==> src/rtl/instr_fetch.sv <==
// Instruction fetch/issue sequencer: reads opcode (and operand for MVI/JMP), issues Run,
// then waits for done to advance pc. Optional EXEC watchdog compiled in by IFETCH_WDOG_EN.
module instr_fetch (
  input  logic       clk,
  input  logic       Resetn,
  input  logic       start,
  output logic [7:0] mem_addr,
  output logic       mem_rd,
  input  logic [8:0] mem_data,
  output logic [8:0] ir,
  output logic [8:0] din,
  output logic       Run,
  input  logic       done,
  input  logic       jmp,
  output logic [7:0] pc,
  output logic       busy
`ifdef IFETCH_WDOG_EN
  ,
  output logic       wdog_err
`endif
);

  typedef enum logic [2:0] {
    StIdle, StFetch, StDecode, StOpfetch, StOpload, StIssue, StExec
  } state_e;

  localparam logic [2:0] CmdMvi = 3'b011;
  localparam logic [2:0] CmdJmp = 3'b100;

  state_e     state_q, state_d;
  logic [7:0] pc_q, pc_d;
  logic [8:0] ir_q, ir_d;
  logic [8:0] din_q, din_d;
  logic [2:0] cmd;
  logic       wdog_fire;

  // Opcode is decoded straight off the memory bus in DECODE, before ir is loaded.
  assign cmd = mem_data[8:6];

`ifdef IFETCH_WDOG_EN
  logic [3:0] wdog_cnt_q, wdog_cnt_d;
  logic       wdog_err_q, wdog_err_d;

  // Fires on the edge that would take the count to 15, i.e. after 15 EXEC cycles without done.
  assign wdog_fire = (state_q == StExec) && !done && (wdog_cnt_q == 4'd14);

  always_comb begin
    wdog_cnt_d = wdog_cnt_q;
    wdog_err_d = wdog_err_q | wdog_fire;
    if (state_q == StIssue) begin
      wdog_cnt_d = 4'd0;
    end else if ((state_q == StExec) && !done) begin
      wdog_cnt_d = wdog_cnt_q + 4'd1;
    end
  end

  always_ff @(posedge clk) begin
    if (!Resetn) begin
      wdog_cnt_q <= 4'd0;
      wdog_err_q <= 1'b0;
    end else begin
      wdog_cnt_q <= wdog_cnt_d;
      wdog_err_q <= wdog_err_d;
    end
  end

  assign wdog_err = wdog_err_q;
`else
  assign wdog_fire = 1'b0;
`endif

  always_ff @(posedge clk) begin
    if (!Resetn) begin
      state_q <= StIdle;
      pc_q    <= 8'd0;
      ir_q    <= 9'd0;
      din_q   <= 9'd0;
    end else begin
      state_q <= state_d;
      pc_q    <= pc_d;
      ir_q    <= ir_d;
      din_q   <= din_d;
    end
  end

  always_comb begin
    state_d = state_q;
    unique case (state_q)
      StIdle:    if (start) state_d = StFetch;
      StFetch:   state_d = StDecode;
      StDecode: begin
        if ((cmd == CmdMvi) || (cmd == CmdJmp)) begin
          state_d = StOpfetch;
        end else if (cmd < CmdMvi) begin
          state_d = StIssue;
        end else begin
          state_d = start ? StFetch : StIdle;
        end
      end
      StOpfetch: state_d = StOpload;
      StOpload:  state_d = StIssue;
      StIssue:   state_d = StExec;
      StExec: begin
        if (done) begin
          state_d = start ? StFetch : StIdle;
        end else if (wdog_fire) begin
          state_d = StIdle;
        end
      end
      default:   state_d = StIdle;
    endcase
  end

  always_comb begin
    pc_d  = pc_q;
    ir_d  = ir_q;
    din_d = din_q;
    if (state_q == StDecode) begin
      ir_d = mem_data;
      if (cmd > CmdJmp) pc_d = pc_q + 8'd1;
    end
    if (state_q == StOpload) din_d = mem_data;
    if (state_q == StExec) begin
      if (done) begin
        if (jmp) begin
          pc_d = din_q[7:0];
        end else if (ir_q[8:6] == CmdMvi) begin
          pc_d = pc_q + 8'd2;
        end else begin
          pc_d = pc_q + 8'd1;
        end
      end else if (wdog_fire) begin
        pc_d = pc_q + 8'd1;
      end
    end
  end

  always_comb begin
    mem_rd   = (state_q == StFetch) || (state_q == StOpfetch);
    mem_addr = (state_q == StOpfetch) ? pc_q + 8'd1 : pc_q;
    Run      = (state_q == StIssue);
    busy     = (state_q != StIdle);
  end

  assign pc  = pc_q;
  assign ir  = ir_q;
  assign din = din_q;

endmodule
==> config.mk <==
export PLATFORM = sky130hd
export DESIGN_NAME = instr_fetch
export DESIGN_NICKNAME = d
export VERILOG_FILES = /design/src/rtl/instr_fetch.sv
export SDC_FILE = /design/constraint.sdc
export NUM_CORES = 1
export LEC_CHECK = 0
export CAP_MARGIN = 20
export CELL_PAD_IN_SITES_DETAIL_PLACEMENT = 0
export CELL_PAD_IN_SITES_GLOBAL_PLACEMENT = 1
export CORE_MARGIN = 4
export CORE_UTILIZATION = 35
export CTS_BUF_LIST = sky130_fd_sc_hd__clkbuf_2 sky130_fd_sc_hd__clkbuf_4 sky130_fd_sc_hd__clkbuf_8
export DETAILED_ROUTE_END_ITERATION = 16
export PLACE_DENSITY = 0.84
export SLEW_MARGIN = 30
export SYNTH_ARGS = -nofsm -noshare
export SYNTH_HDL_FRONTEND = slang
export SYNTH_SLANG_ARGS = --single-unit
==> constraint.sdc <==
create_clock -name clk -period 2.1 [get_ports clk]
set_clock_uncertainty 0.05 [all_clocks]
set_input_delay 0.42 -clock clk [delete_from_list [all_inputs] [get_ports clk]]
set_output_delay 0.42 -clock clk [all_outputs]
set_load 0.02 [all_outputs]
==> impl_results.md <==
* Hold path depth at 2
* Crit path max-delay family: buffers and inverters
* First-pass GRT wire length at around 8.6 mm
* Stages on worst setup path at 4
* Most frequent cells in the layout: clkdlybuf4s50_1, buf_4, dfxtp_1, nand2_1, a21oi_1
* Final slew viol count at 0
* Setup crit start: state_q[1]
* Number of setup violations in the final report at 0
* Cell Area, Synth at ~0.0017 mm^2
* H-tree Lvls at 2
* Critical Path AT at 1.56 ns
* Antenna-violating nets left at 0
* Cell count after synthesis at roughly 210
* I/O Buffers at 50
* Total grt overflow at 0
* Fraction of synthesized area in multiplexers at under 10%
* FF-to-FF path depth at 5
* Total track usage at about 18%
* CP cell instances: buf_4 -> buf_4 -> or3_1 -> dlygate4sd2_1
* Layout cell share with drive strength beyond 1 at a little over a fifth
* CP endpoint kind: output port
* Initial antenna violation count at 0
* Dpl ws at -0.0733 ns
* Largest family of logic cells by synthesized area: simple AND/OR/NAND/NOR gates
* DR iter-0 viols at approximately 140
* Via count at approximately 1800
* Peak VDD IR at around 0.00038 V
* Clock root buffer: clkbuf_8
* Design area at ~0.0026 mm^2
* DRC at 0
* Avg Inst Size Synth at roughly 8.1 um^2
* Top-Level Pins at a little over 50
* Number of global-route vias before repair at between 1500 and 2000
* Top-area cell type share of the netlist area at between 30% and 40%
* Post-synthesis cell type count at 42
* Static Leak at 1.02 nW
* Fraction of the mapped netlist area in adder cells at approximately 1.5%
* Synth Area in Compound Gates at 19.3%
* HP Start: ir[2]
* Area growth syn-to-layout at 54.7%
* Routed len/inst at approximately 15 um
* Final Non-Filler Cells at approximately 340
* Ys flop type: dfxtp_1
* HP Class: flip-flop to flip-flop
* Die Height at 77.2 um
* Seq cells post-synth at 29
* Total die area at 0.00597 mm^2
* Startpoint types: flip-flop
* Hpwl dp at just under 4 mm
* Worst-Margin Slew at between 0.5 and 0.6 ns
* Slew margin rel. at about two thirds
* Reg clk slew, reported paths at roughly 0.060 ns
* Cell Rows at 24
* Ys Warns at 0
* Post-synth net total at around 220
* WP data required at about 1.6 ns
* Simple-gate share of the synthesized area at around a quarter
* Area post-placement at between 0.002 and 0.0025 mm^2
* Initial core utilization at between 30% and 40%
* Placed Cells at 333
* Critical Path Fanout Max at 7
* Slowest stage delay, CP at roughly 0.33 ns
* Final setup margin at slightly below 0.07 ns
* XOR/XNOR Fraction of Synth Area at under 10%
* TritonCTS Buffers at 5
* Fill cell count at roughly 430
* Clk sinks at 29
* 1st-pass router iterations at 4
* Die Width at between 70 and 80 um
* Maximum clock frequency at around 0.5 GHz
* Post-layout min period at between 2 and 2.5 ns
* Clk Latency, worst-skew pair at around 0.28 ns
* Post-CTS Hold Buffers at 0
* Pwr Density at approximately 560 mW/mm^2
* Most used cell, CP: buf_4
* Outcome: finished clean
* Worst path slowest cell: or3_1
* Most common cell after layout, fill and taps aside: clkdlybuf4s50_1
* Post-Route WL at around 5.2 mm
* Diode count at 0
* Setup bufs post-CTS at 0
* Largest cells by area after synthesis: dfxtp_1, mux2i_1, nand2_1
* Clk buf depth at 2
* Post-synth ARST share at 0%
* GP Congestion at 0.831
* Via density at ~5.4
* Sequential share of the synthesized area at about a third
* Area of the core at between 0.004 and 0.005 mm^2
* Worst flop-to-flop path startpoint: state_q[2]
* Buf/Inv on CP at 3
* Hold Vio Cnt, Final at 0
* Leading area contributor after synthesis: dfxtp_1
* Max-cap violations at 0
* CTS tree: built
* Setup CP Type: flip-flop to output port
* Largest net degree at the start of global routing at 22
* Fin crit share at a little over nine tenths
* Pwr Total at roughly 1.5 mW
* # nets final at between 300 and 400
* RSZ-0062 raised after global routing: no
* Number of flops mapped to enable cells by yosys at 0
==> per-layer routing <==
| layer | vias to the layer above | GRT usage, % | share of wire [%] |
|---|---|---|---|
| met5 | - | 0 | 0 |
| met4 | 0 | 6.41 | 2.4 |
| met3 | 9 | 4.80 | 5.6 |
| met2 | 55 | 29.4 | 47 |
| met1 | 861 | 21.8 | 45 |
| li1 | 915 | - | - |
==> worst register-to-register path, delay by kind of cell (launching register included) <==
family          cells  cell delay (ns)
simple gates        2             0.90
flops               1             0.33
buf+inv             1             0.18
compound gates      2             0.49
==> synthesized netlist by cell type, types with 3 or more instances <==
library cell,count
clkbuf_1,11
nor2_1,14
o21a_1,3
dfxtp_1,29
xnor2_1,7
nand2_1,26
o211ai_1,6
inv_1,4
buf_2,4
or4_1,3
a21oi_1,17
nand3_1,9
a221oi_1,5
mux2i_1,11
o21ai_0,7
or3_1,3
nor3_1,5
nor2b_1,6
xor2_1,6
==> worst paths after layout <==
kind            to  slack (ns)
min reg2reg  ir[2]        0.41
min          ir[2]        0.41
max reg2reg  pc[3]        0.08
max           busy        0.07
==> report_power, final <==
part	switching, mW	internal, mW	total (mW)
combinational	0.130	0.126	0.257
sequential	0.0151	0.570	0.585
clock	0.215	0.399	0.614
total	0.360	1.10	1.46
==> repair_timing <==
item | in CTS | in global routing
setup endpoints to repair | 10 | 8
gates cloned | 0 | 0
pin swaps | 0 | 1
gates resized for setup | 20 | 15
==> stage by stage <==
stage               hold slack (ns)  TNS [ns]  utilization [%]
global route                  0.427         0             57.6
detailed placement            0.399    -0.151             55.2
floorplan                     0.485         0                -
CTS                           0.408  -0.00712             58.1
global placement              0.393   -0.0277             55.2
finish                        0.405         0             57.6
==> kinds of logic after synthesis <==
logic type	count (synthesis)
AOI/OAI and AO/OA	49
buffers and inverters	19
xor gates and xnor gates	13
DFF	29
muxes	13
and+or+nand+nor	83
adders and majority gates	2
==> flip-flops by register name, summed over array words and instances (netlist names) <==
| register | cells |
|---|---|
| din | 9 |
| ir | 9 |
| pc | 8 |
| state_q | 3 |
==> final cells by class <==
| class | count | area (um^2) | area share (%) |
|---|---|---|---|
| Timing Repair Buffer | 88 | 762 | 29.3 |
| Sequential cell | 29 | 581 | 22.4 |
| Clock inverter | 1 | 30.0 | 1.16 |
| Clock buffer | 7 | 90.1 | 3.47 |
| Multi-Input combinational cell | 160 | 1050 | 40.6 |
| Tap cell | 52 | 65.1 | 2.51 |
| Inverter | 4 | 15.0 | 0.578 |
Power figures use the tool's default switching activity.
